[config.mk]
export PLATFORM = sky130hd
export DESIGN_NAME = sine_seq_ctrl
export DESIGN_NICKNAME = d
export VERILOG_FILES = /design/src/rtl/sine_seq_pkg.sv /design/src/rtl/sine_out_reg.sv /design/src/rtl/sine_seq_ctrl.sv
export SDC_FILE = /design/constraint.sdc
export NUM_CORES = 1
export LEC_CHECK = 0
export BUFFER_PORTS_ARGS = -buffer_cell sky130_fd_sc_hd__buf_2
export CELL_PAD_IN_SITES_DETAIL_PLACEMENT = 0
export CELL_PAD_IN_SITES_GLOBAL_PLACEMENT = 1
export CORE_UTILIZATION = 29
export CTS_CLUSTER_DIAMETER = 30
export DETAILED_ROUTE_END_ITERATION = 8
export HOLD_SLACK_MARGIN = 0.03
export PLACE_DENSITY = 0.82
export SETUP_SLACK_MARGIN = 0.2
export SYNTH_ARGS = -nofsm -noshare
export SYNTH_HDL_FRONTEND = slang
export SYNTH_SLANG_ARGS = --single-unit
[constraint.sdc]
create_clock -name clk -period 2.4 [get_ports clk]
set_clock_uncertainty 0.15 [all_clocks]
set_input_delay 0 -clock clk [delete_from_list [all_inputs] [get_ports clk]]
set_output_delay 0 -clock clk [all_outputs]
set_load 0.1 [all_outputs]
[src/rtl/sine_seq_pkg.sv]
// sine_seq_pkg: shared state type and sizing constants for the sine sequencer
package sine_seq_pkg;
  localparam int LUT_DEPTH = 32;
  localparam int ADDR_W = $clog2(LUT_DEPTH);
  localparam int SAMPLE_W = 8;
  localparam int PHASE_W_DEF = 8;
  localparam int CNT_W_DEF = 16;
  typedef enum logic [1:0] {IDLE, RUN, DRAIN} state_t;
endpackage

[src/rtl/sine_out_reg.sv]
// sine_out_reg: one-entry valid/ready output register for sequencer samples
// Ports: clk, rst (sync, active-high); load captures din and sets valid;
// clear drops valid; ready consumes the held sample; valid/data drive the stream.
module sine_out_reg
  import sine_seq_pkg::*;
(
  input  logic                clk,
  input  logic                rst,
  input  logic                load,
  input  logic                clear,
  input  logic                ready,
  input  logic [SAMPLE_W-1:0] din,
  output logic                valid,
  output logic [SAMPLE_W-1:0] data
);
  always_ff @(posedge clk)
    if (rst) begin
      valid <= 1'b0;
      data  <= '0;
    end else begin
      valid <= load | (valid & ~ready & ~clear);
      if (load) data <= din;
    end
endmodule

[src/rtl/sine_seq_ctrl.sv]
// sine_seq_ctrl: phase-accumulator sequencer driving an external 32x8 sine table
// Ports: clk, rst (sync, active-high); cfg_phase/cfg_step/cfg_burst latched on start;
// start/stop pulses; busy/done status; lut_addr/lut_data table link; m_valid/m_ready/m_data stream.
// Build option: define SINE_SEQ_BURST_EN to honour cfg_burst; otherwise runs last until stop.
module sine_seq_ctrl
  import sine_seq_pkg::*;
#(
  parameter int PHASE_W = PHASE_W_DEF,
  parameter int CNT_W   = CNT_W_DEF
) (
  input  logic                clk,
  input  logic                rst,
  input  logic [PHASE_W-1:0]  cfg_phase,
  input  logic [PHASE_W-1:0]  cfg_step,
  input  logic [CNT_W-1:0]    cfg_burst,
  input  logic                start,
  input  logic                stop,
  output logic                busy,
  output logic                done,
  output logic [ADDR_W-1:0]   lut_addr,
  input  logic [SAMPLE_W-1:0] lut_data,
  output logic                m_valid,
  input  logic                m_ready,
  output logic [SAMPLE_W-1:0] m_data
);
  state_t state, state_n;
  logic [PHASE_W-1:0] phase, step;
  logic load, clear, last;
  assign busy     = state != IDLE;
  assign lut_addr = phase[PHASE_W-1 -: ADDR_W];
  assign load     = (state == RUN) & ~stop & (~m_valid | m_ready);
  assign clear    = (state == DRAIN) & (~m_valid | m_ready);
`ifdef SINE_SEQ_BURST_EN
  logic [CNT_W-1:0] remaining;
  logic finite;
  // finite remembers a non-zero burst so a wrapped continuous counter never ends the run
  assign last = finite & (remaining == CNT_W'(1));
  always_ff @(posedge clk)
    if (rst) begin
      remaining <= '0;
      finite    <= 1'b0;
    end else if (state == IDLE && start) begin
      remaining <= cfg_burst;
      finite    <= |cfg_burst;
    end else if (load) remaining <= remaining - CNT_W'(1);
`else
  logic unused_burst;
  assign unused_burst = ^cfg_burst;
  assign last = 1'b0;
`endif
  always_comb begin
    state_n = state;
    state_n = state == IDLE ? (start ? RUN : IDLE)
            : state == RUN  ? ((stop | (load & last)) ? DRAIN : RUN)
            : (clear ? IDLE : DRAIN);
  end
  always_ff @(posedge clk)
    if (rst) begin
      state <= IDLE;
      phase <= '0;
      step  <= '0;
      done  <= 1'b0;
    end else begin
      state <= state_n;
      done  <= clear;
      if (state == IDLE && start) begin
        phase <= cfg_phase;
        step  <= cfg_step;
      end else if (load) phase <= phase + step;
    end
  sine_out_reg u_out (
    .clk  (clk),
    .rst  (rst),
    .load (load),
    .clear(clear),
    .ready(m_ready),
    .din  (lut_data),
    .valid(m_valid),
    .data (m_data)
  );
endmodule

After elaboration in Yosys (flattened, before gate mapping) --
Cells that the tools add are included.
Operators by class: add/sub/neg operators 1, $mul 0, div/mod/pow operators 0, order comparisons 0, equal/unequal tests 2, shifts and indexed selects 0, mux-type cells 7, bitwise operators 11, reduce and logical (&&, ||, !) cells 4
Operator list (count):
- $mux W8 | 2
- $add A8 B8 Y8 | 1
- $mux W2 | 4
- $and A1 B1 Y1 | 5
- $not A1 Y1 | 4
- $reduce_bool A2 Y1 | 2
- $eq A2 B1 Y1 const B | 1
- $eq A2 B2 Y1 const B | 1
- $logic_not A2 Y1 | 1
- $or A1 B1 Y1 | 2
- $logic_and A1 B1 Y1 | 1
- $mux W1 | 1
Word-level totals: bits in registers 28, latch bits 0, bits in writable memories 0, bits in read-only memories 0, memories kept 0

Longest topological paths before layout --
Gate-level depths: netlist of run 1.
depth after elaboration 6, depth in mapped cells 8, depth with buffers taken out 8

Cells and area by module --
A second synthesis of run 1 with hierarchy kept.
Unflattened totals: cells, all modules 168, area total of the unflattened synthesis 1452.6 um^2
By module, submodules not included:
- sine_seq_ctrl | times used 1, cells an instance 138, area an instance 1129.8 um^2, sequential area each 380.4 um^2
- sine_out_reg | times used 1, cells an instance 30, area an instance 322.8 um^2, sequential area each 180.2 um^2

Worst setup path before layout of run 1 --
No wires, ideal clock.
kind register to register, from reg u_out.valid, to reg phase[7], arrival 2.188 ns, required time 2.159 ns, slack -0.029 ns, cell stages (with the launch flop) 7, buffers on the path 1, clock period less this slack 2.429 ns, cell sequence dfxtp_1 nor2b_1 or2_1 buf_6 a221o_1 or4_1 a311oi_1
Between the ends: cells in the longest elaborated chain, start to end 4
Ends and longest elaborated chain:
- start: declaration | RTL line sine_out_reg.sv:13 | output logic valid,
- start signal: assignment | RTL line sine_out_reg.sv:21 | valid <= load | (valid & ~ready & ~clear);
- $not A1 Y1 | RTL line sine_seq_ctrl.sv:31 | assign load = (state == RUN) & ~stop & (~m_valid | m_ready);
- $or A1 B1 Y1 | RTL line sine_seq_ctrl.sv:31
- $and A1 B1 Y1 | RTL line sine_seq_ctrl.sv:31
- $reduce_bool A2 Y1 (no line)
- end signal: assignment | RTL line sine_seq_ctrl.sv:67 | phase <= cfg_phase;
- end signal: assignment | RTL line sine_seq_ctrl.sv:69 | end else if (load) phase <= phase + step;
- end: declaration | RTL line sine_seq_ctrl.sv:27 | logic [PHASE_W-1:0] phase, step;
Every way passes these cells. A chain may end at the register's enable or synchronous reset.

Worst setup path in the final report of run 1 --
from reg state[0], to reg phase[7]
Between the ends: cells in the longest elaborated chain, start to end 4, elaborated cells on any way between the ends 7
Ends and longest elaborated chain:
- start: declaration | RTL line sine_seq_ctrl.sv:26 | state_t state, state_n;
- start signal: assignment | RTL line sine_seq_ctrl.sv:64 | state <= state_n;
- $eq A2 B1 Y1 | RTL line sine_seq_ctrl.sv:31
- $and A1 B1 Y1 (2 in a row) | RTL line sine_seq_ctrl.sv:31
- $reduce_bool A2 Y1 (no line)
Several ways; a longest one is shown, not always the timed one.

==> results.md, run 1 <==
- Yosys cell types: 38
- Final Hold Viols: 0
- Row count: 24
- Final TNS setup: 0 ps
- Via/cell ratio: approximately 4.7
- P_leak: 0.945 nW
- Worst VDD drop: 277 uV
- YS warnings: 0
- CP Data Required Time: 2440 ps
- Number of remaining DRC errors: 1
- Reg clk slew, reported paths: 100 ps
- Min Tclk post-route: 2160 ps
- Slew Limit Fails: 0
- PD cells: 584 nW/um^2
- Final GP Congestion: 0.745
- Synth top area share: 0.401
- Final instance area: 2180 sq um
- Max clock buf depth: 2
- First-pass GRT wire length: 5.84 mm
- Antenna diode count: 0
- Synth Flop Type: dfxtp_1
- Total CTS buffers: 3
- Cell taking the most area after synthesis: dfxtp_1
- Total number of vias: between 1k and 1.5k
- Endpoint class of the critical path: flip-flop
- Antenna viol nets, final: 0
- Status: complete, but fails checks
- Post-DP HPWL: about 2.2 mm
- Achievable frequency: ~0.46 GHz
- Routed len/inst: 11.8 microns
- Worst-Margin Slew: 697 ps
- Post-synthesis cell count: 176
- Rel. slew slack: 0.534
- Filler cell count: between 400 and 500
- Drt first pass iters: 6
- FF-to-FF Start: state[0]
- Seq/Total Area, Yosys: 0.401
- RSZ-0062 raised after global routing: true
- Die width: slightly above 70 microns
- RR Endpoint: phase[7]
- Ratio of cells with drive above 1 in the final layout: 0.339
- Failing checks: DRC
- EDFF count, synth: 0
- Initial antenna violation count: 0
- Top post-synthesis cells by area: dfxtp_1, nand2_1, a21oi_1
- Nets: 305
- HP Class: input pin to flip-flop
- Vias in the first global route: ~1.3k
- CTS H-tree lvls: 1
- CTS tree: done
- I/O pin count: 61
- Hold_sp: rst
- Clock sinks: 28
- Final setup fails: 0
- Hold path depth: 2
- CP Launch Type: flip-flop
- Reg-to-reg setup timing slack: 240 ps
- Total gr overflow: 0
- Worst reg2reg path depth: 5
- Async SR Flop Fraction: 0
- Hold Path End: step[1]
- Maxcap violations: 0
- CP max FO: 5
- Cell area after synthesis: 1400 sq um
- Routed WL: between 3 and 4 mm
- Synth Register Bits: 28
- Critical Path AT: 2200 ps
- Die height: 71.4 microns
- Placed cell area: 1630 sq um
- Mean post-synth cell area: about 8 sq um
- Core Region: around 4500 sq um
- CP startpoint: state[0]
- Die Area: 5100 sq um
- Gr usage total: 0.145
- IO buf count: 44
- Crit Path Class: flip-flop to flip-flop
- Initial Utilization: 0.310
- Worst-skew pair later-pin latency: approximately 280 ps
- Period utilization: 0.899
- P&R area growth vs syn: 55.9%
- Syn_nets: 229
- Pin count of the biggest net entering global routing: 29
- Root Driver: clkbuf_8
- DRT iter0 DRCs: 45
layout by cell type, fill, tap and decap left out, types with 5 or more instances in the layout:
cell type,n
ha_4,5
nor2_1,12
inv_1,7
nand2_1,44
a21oi_1,22
dlygate4sd3_1,27
dfxtp_1,19
dfxtp_2,8
buf_2,44
buf_4,13
routing by layer:
layer,global-route usage,share of wire,up-vias
li1,-,-,749
met1,0.178,0.46,636
met2,0.257,0.49,33
met3,0.0253,0.041,4
met4,0.0467,0.0098,0
met5,0,0,-
Yosys cell counts (all sizes together) (2+ instances only):
master / instances
a21oi: 24
nor3: 4
clkbuf: 7
xnor2: 2
o21ai: 4
a21o: 2
buf: 7
ha: 7
nand2: 44
nor2b: 2
nor2: 12
dfxtp: 28
inv: 7
a311oi: 4
timing repair:
item	in CTS	in global routing
hold endpoints to repair	28	0
pin swaps	7	6
hold buffers	28	0
endpoints found under the setup margin	2	2
gates resized for setup	12	15
cloned	0	0
buffers inserted	3	7
through the flow:
step / util / std cells / hold slack [ps] / setup slack [ps] / total power, W
final: 0.483 / 303 / 69.1 / 243 / 0.00127
after global routing: 0.483 / 303 / 86.6 / 170 / 0.00134
after CTS: 0.457 / 296 / 60.4 / 201 / 0.00126
after detailed placement: 0.361 / 261 / 97.1 / 106 / 0.000823
after global placement: 0.361 / 261 / 90.7 / 145 / 0.000820
after floorplan: - / 176 / -14.0 / 202 / 0.000768
layout make-up:
cell class	instances	area (sq um)	share of cell area
well taps	52	65.1	0.0299
multi-input cells	127	840	0.386
clock buffers	3	41.3	0.0190
repair buffers	85	601	0.276
inverters	7	26.3	0.0121
clock inverters	1	30.0	0.0138
flip-flops and latches	28	574	0.264
critical path, cell delays in order, from the launching register on:
cell,delay (ps)
dfxtp_4,380
or3b_4,390
or2_4,240
a221o_1,270
or4_1,390
a311oi_1,250
cells by family (layout without fill, tap and decap cells):
| group | after synthesis | count (layout) | synth area share |
|---|---|---|---|
| flops | 28 | 28 | 0.401 |
| simple gates | 71 | 71 | 0.220 |
| fa+ha+maj | 8 | 8 | 0.0771 |
| mux | 2 | 2 | 0.0152 |
| xor+xnor | 2 | 2 | 0.0125 |
| compound gates | 44 | 44 | 0.198 |
| buf+inv | 21 | 96 | 0.0753 |
flip-flops by register name, indices dropped and copies added (netlist names):
register	flops
u_out.data	8
state	2
done	1
phase	8
u_out.valid	1
step	8
power breakdown:
part           internal (W)  switching, W  total (W)
registers          0.000496     0.0000261   0.000522
logic              0.000141      0.000230   0.000371
clock network      0.000224      0.000154   0.000378
total              0.000861      0.000410    0.00127
how the worst max path moves through the flow:
stage                           to  slack, ps
after detailed placement  phase[6]        110
after floorplan           phase[7]        200
final                     phase[7]        240
after CTS                 phase[6]        200
after global placement    phase[6]        140
after global routing      phase[7]        170
(Power assumes the default switching activity.)
==> run 2, diff against run 1 <==
Settings changed: BUFFER_PORTS_ARGS -buffer_cell sky130_fd_sc_hd__buf_2 to -buffer_cell sky130_fd_sc_hd__buf_4.
==> run 2 against run 1 <==
Against the previous run: the run still ends with DRC left; count of clock-buffer cells in the layout unchanged; fmax down 1.6%; sequential share of layout area down 1.6 points; register-to-register slack worse by 40 ps; final cell count up 1.3%; core utilization up 2.6 points; global-route usage up 0.66 points; combinational power up 6.2%; clock power about the same; critical path type unchanged.
==> results.md, run 2 (synthesis gave the netlist of run 1 again) <==
- Commonest non-fill, non-tap cell in the layout: buf_4
- Finished Core Util: 0.509 (+0.0258)
- Clock sinks: 28 (unchanged)
- IO buf count: 44 (unchanged)
- Final hold slack: 309 ps (+240 ps)
- FF-to-FF Start: step[0]
- Nets: 309 (+1.3%)
- Worst-Margin Slew: 556 ps (-141 ps)
- Gr usage total: 0.152 (+0.00658)
- Crit Path Class: flip-flop to flip-flop
- First-pass GRT wire length: 6.27 mm (+7.2%)
- Period utilization: 0.913 (+0.0148)
- DRT iter0 DRCs: 101 (+120%)
- Maxcap violations: 0 (unchanged)
- RSZ-0062 raised after global routing: true
- PD cells: 564 nW/um^2 (-3.5%)
- CTS H-tree lvls: 1 (unchanged)
- Antenna diode count: 0 (unchanged)
- Final TNS setup: 0 ps (unchanged)
- Failing checks: DRC
- Via/cell ratio: 4.77 (+1.7%)
- Worst-skew pair later-pin latency: 280 ps (about the same)
- Core Region: 4500 sq um (unchanged)
- Ratio of cells with drive above 1 in the final layout: 0.275 (-0.0641)
- Post-route insts no fill: 307 (+1.3%)
- HP Class: flip-flop to flip-flop
- RR Endpoint: phase[7]
- CP max FO: 4 (-1)
- Number of remaining DRC errors: 1 (unchanged)
- Final setup fails: 0 (unchanged)
- Worst reg2reg path depth: 7 (+2)
- Die height: 71.4 microns (unchanged)
- Antenna viol nets, final: 0 (unchanged)
- CP Launch Type: flip-flop
- Vias in the first global route: 1478 (+12%)
- I/O pin count: 61 (unchanged)
- Total gr overflow: 0 (unchanged)
- CP startpoint: step[0]
- Status: complete, but fails checks
- Endpoint class of the critical path: flip-flop
- Initial Utilization: 0.310 (unchanged)
- Final GP Congestion: 0.761 (+2.2%)
- Regs by FF count: phase: 8 flops, step: 8 flops, u_out.data: 8 flops
- Critical Path AT: 2240 ps (+40 ps)
- Root Driver: clkbuf_8
- Total CTS buffers: 3 (unchanged)
- Die Area: 5100 sq um (unchanged)
- CP Data Required Time: 2450 ps (about the same)
- Setup crit end: phase[7]
- CTS tree: done
- Rel. slew slack: 0.628 (+0.0935)
- P_leak: 0.993 nW (+5.1%)
- Routed WL: 3.60 mm (+0.84%)
- Reg clk slew, reported paths: 100 ps (about the same)
- Pin count of the biggest net entering global routing: 29 (unchanged)
- Row count: 24 (unchanged)
- Design Power: 0.00129 W (+1.7%)
- Worst VDD drop: 466 uV (+69%)
- Reg-to-reg setup timing slack: 210 ps (-40 ps)
- Slew Limit Fails: 0 (unchanged)
- Min Tclk post-route: 2190 ps (+35.5 ps)
- Achievable frequency: 0.456 GHz (-1.6%)
- Final Hold Viols: 0 (unchanged)
- Drt first pass iters: 6 (unchanged)
- P&R area growth vs syn: 64.2%
- Placed cells: 261 (unchanged)
- Max clock buf depth: 2 (unchanged)
- Routed len/inst: 11.7 microns (-0.47%)
- Die width: 71.4 microns (unchanged)
- Hold_sp: u_out.data[1]
- Total number of vias: 1465 (+3.0%)
- Initial antenna violation count: 0 (unchanged)
- Most frequent cells in the layout: buf_4, nand2_1, dlygate4sd3_1
- Post-DP HPWL: 2.29 mm (+4.8%)
[run 2: worst min-delay path by stage]
stage,end,depth (start not counted),slack (ps)
floorplan,step[0],2,-10
global placement,u_out.data[1],3,100
detailed placement,u_out.data[1],3,110
CTS,u_out.data[1],2,310
global route,u_out.data[2],2,340
finish,u_out.data[1],2,310
[run 2: cell type report]
type / instances / area, sq um
clock buffer: 3 / 41.3
fill: 454 / 2210
clock inverter: 1 / 30.0
inverter: 7 / 26.3
tap: 52 / 65.1
timing repair buffer: 89 / 766
multi-input combinational: 127 / 796
sequential: 28 / 569
[run 2: metrics by stage]
| step | setup WS (ps) | cell area, sq um |
|---|---|---|
| 3_3_place_gp | 143 | 1740 |
| 5_1_grt | 74.9 | 2290 |
| 3_5_place_dp | 9.10 | 1740 |
| 2_1_floorplan | 202 | 1400 |
| 4_1_cts | 200 | 2280 |
| 6_report | 208 | 2290 |
[run 2: routing by layer]
layer  vias up  GRT usage  part of all wire
met4         0     0.0178            0.0042
met2        36      0.275              0.49
met1       669      0.185              0.47
met5         -          0                 0
met3         4     0.0394             0.039
li1        756          -                 -
[run 2: power by group]
group | switching, W | total, W | internal, W
registers | 0.0000240 | 0.000519 | 0.000495
logic | 0.000232 | 0.000394 | 0.000162
clock network | 0.000156 | 0.000379 | 0.000224
total | 0.000412 | 0.00129 | 0.000881
[run 2: timing repair]
action | CTS | global route
setup buffers | 3 | 0
hold endpoints to repair | 28 | 0
pin swaps | 8 | 3
setup endpoints to repair | 2 | 10
cloned | 0 | 0
gates resized for setup | 14 | 5
hold buffers | 39 | 0
[run 2: critical path, cell delays in order (launching register included)]
cell	delay, ps
dfxtp_2	350
ha_4	160
buf_4	120
a21o_1	190
and4_4	200
o2111a_1	240
or4_1	460
a311oi_1	240
==> run 3, diff against run 2 <==
Settings changed: CORE_UTILIZATION 29 to 30, SYNTH_HIERARCHICAL from default to 1.
==> run 3 against run 2 <==
Against the previous run: the run now ends clean; highest routed layer unchanged; global-route usage is 0.47 points lower; cell area is 3.9% lower; sequential share of layout area is 0.62 points higher; core utilization is 2.0 points lower; wire length is 1.7% lower.
==> results.md, run 3 <==
- Post-CTS setup buffers: 0 (-3)
- Worst VDD drop: 238 uV (-49%)
- Synth Flop Type: dfxtp_1
- I/O pin count: 61 (unchanged)
- Via/cell ratio: 4.59 (-3.8%)
- Top post-synthesis cells by area: dfxtp_1, mux2i_1, nand2_1
- Post-Place Worst Slack: 313 ps (+304 ps)
- Psw: 0.000437 W (+6.2%)
- Crit Path Class: input pin to flip-flop
- Final TNS setup: 0 ps (unchanged)
- Routed len/inst: 12.1 microns (+3.0%)
- Setup WS post-layout: 319 ps (+112 ps)
- CP Data Required Time: 2460 ps (about the same)
- Final GP Congestion: 0.729 (-4.2%)
- Storage element area: 561 sq um (-1.5%)
- Antenna diode count: 0 (unchanged)
- Min Tclk post-route: 2080 ps (-112 ps)
- Worst-skew pair later-pin latency: 270 ps (about the same)
- EDFF count, synth: 0 (unchanged)
- Regs by FF count: phase: 8 flops, step: 8 flops, u_out/data: 8 flops
- Maxcap violations: 0 (unchanged)
- Period utilization: 0.867 (-0.0466)
- Status: completed
- Initial Utilization: 0.322 (+0.0125)
- Die height: 71.6 microns (+0.27%)
- Total CTS buffers: 3 (unchanged)
- Routed WL: 3.54 mm (-1.7%)
- Most frequent cells in the layout: buf_4, dlygate4sd3_1, dfxtp_1
- Vias in the first global route: 1305 (-12%)
- Nets: 295 (-4.5%)
- Mean post-synth cell area: 8.65 sq um (+9.0%)
- Gr usage total: 0.147 (-0.00471)
- Seq/Total Area, Yosys: 0.386 (-0.0156)
- Final Hold Viols: 0 (unchanged)
- Clock sinks: 28 (unchanged)
- Antenna viol nets, final: 0 (unchanged)
- CP startpoint: stop
- Synth cell count leaders: dfxtp_1, nand2_1, nor2_1
- Core Region: 4500 sq um (unchanged)
- IO buf count: 44 (unchanged)
- Post-synthesis cell count: 168 (-4.5%)
- CP max FO: 9 (+5)
- Finished Core Util: 0.489 (-0.0200)
- Syn_nets: 221 (-3.5%)
- Achievable frequency: 0.481 GHz (+5.4%)
- YS warnings: 6 (+6)
- Endpoint class of the critical path: flip-flop
- Most frequent cell after synthesis: dfxtp_1
- Worst reg2reg path depth: 9 (+2)
- Total gr overflow: 0 (unchanged)
- Die width: 71.6 microns (+0.27%)
- Reg clk slew, reported paths: 100 ps (about the same)
- Ratio of cells with drive above 1 in the final layout: 0.270 (-0.00480)
- Async SR Flop Fraction: 0 (unchanged)
- Slew Limit Fails: 0 (unchanged)
- Cell area after synthesis: 1450 sq um (+4.0%)
- Synth Register Bits: 28 (unchanged)
- CTS tree: done
- Synth top area share: 0.386 (-0.0156)
- CP Launch Type: input pin
- Drt first pass iters: 4 (-2)
- Internal power: 0.000818 W (-7.1%)
- Yosys cell types: 34 (-11%)
- CTS H-tree lvls: 1 (unchanged)
- PD cells: 570 nW/um^2 (+1.1%)
- HP Class: flip-flop to flip-flop
- Combinational power share: 0.352 (+0.047)
- P&R area growth vs syn: 51.7%
- Final setup fails: 0 (unchanged)
- Filler cell count: 438 (-3.5%)
- Number of remaining DRC errors: 0 (-1)
- Total number of vias: 1345 (-8.2%)
- Hold path depth: 2 (unchanged)
- P_leak: 0.967 nW (-2.7%)
- Row count: 24 (unchanged)
- Clock power share: 0.231 (-0.062)
- Sequential share of power: 0.417 (+0.015)
- Initial antenna violation count: 0 (unchanged)
- Worst-Margin Slew: 326 ps (-230 ps)
- FF-to-FF Start: phase[0]
- Multi-input gate area: 801 sq um (+0.63%)
- Critical Path AT: 2140 ps (-100 ps)
- First-pass GRT wire length: 5.92 mm (-5.5%)
- Max clock buf depth: 2 (unchanged)
- Post-DP HPWL: 2.27 mm (-0.86%)
- Rel. slew slack: 0.782 (+0.154)
- RSZ-0062 raised after global routing: false
- Commonest non-fill, non-tap cell in the layout: buf_4
- DRT iter0 DRCs: 44 (-56%)
- Root Driver: clkbuf_8
- Hold_sp: step[0]
- Cell taking the most area after synthesis: dfxtp_1
- Pin count of the biggest net entering global routing: 29 (unchanged)
- Die Area: 5120 sq um (+0.55%)
- Switching Fraction: 0.348 (+0.0297)
-- run 3: changes by cell type after synthesis, sizes merged, moves of 3 or more --
| cell | change |
|---|---|
| a211oi | +7 |
| mux2i | +9 |
| a21oi | -7 |
| nor2 | +10 |
| nand2b | +5 |
| nand2 | -19 |
| buf | +3 |
| clkbuf | -4 |
-- run 3: power by group through the flow --
stage                     combinational [W]  clock [W]  sequential (W)
after detailed placement           0.000391          0        0.000534
after global placement             0.000388          0        0.000533
after CTS                          0.000439   0.000305        0.000524
final                              0.000441   0.000290        0.000524
after global routing               0.000479   0.000323        0.000529
after floorplan                    0.000267          0        0.000574
-- run 3: final cells by class --
cell class                 instances  area share
tap                               52      0.0295
inverter                           5     0.00852
multi-input combinational        122       0.363
clock buffer                       4      0.0250
sequential                        28       0.254
timing repair buffer              82       0.319
-- run 3: timing repair --
action,4_1_cts,5_1_grt
hold endpoints to repair,28,0
hold buffers,35,0
gates resized for setup,0,4
setup endpoints to repair,0,6
-- run 3: cells by family (layout without fill, tap and decap cells) --
logic type,count (synthesis),count (layout),synth area share
AND/OR/NAND/NOR,64,64,0.202
AO/OA/AOI/OAI,37,37,0.178
XOR/XNOR,2,2,0.0121
adder cells (fa/ha/maj),8,8,0.0741
buffers and inverters,18,91,0.0706
multiplexers,11,11,0.0767
flip-flops,28,28,0.386
-- run 3: worst paths after layout --
kind,to,slack (ps)
setup reg to reg,phase[4],360
hold / removal,step[0],320
hold reg to reg,step[0],320
setup / recovery,u_out/valid,320
-- run 3: worst max-delay path: stages --
cell	delay [ps]
dlygate4sd3_1	540
buf_4	140
nand2b_1	160
nand2b_4	170
nor2_4	170
buf_4	240
inv_1	70
a21oi_2	110
dlygate4sd3_1	560
-- run 3: routing by layer --
metal  wire length, microns  share of wire  GRT usage
met4                     50          0.014     0.0523
met5                      0              0          0
met2                   1790           0.51      0.260
met3                     55          0.016     0.0127
met1                   1650           0.46      0.187
-- run 3: through the flow --
step | hold slack (ps) | power [W] | cells | instance area (sq um)
final | 319 | 0.00126 | 293 | 2200
after global placement | 86.0 | 0.000921 | 254 | 1790
after floorplan | -14.0 | 0.000841 | 168 | 1450
after global routing | 351 | 0.00133 | 293 | 2200
after detailed placement | 91.6 | 0.000925 | 254 | 1790
after CTS | 327 | 0.00127 | 293 | 2190
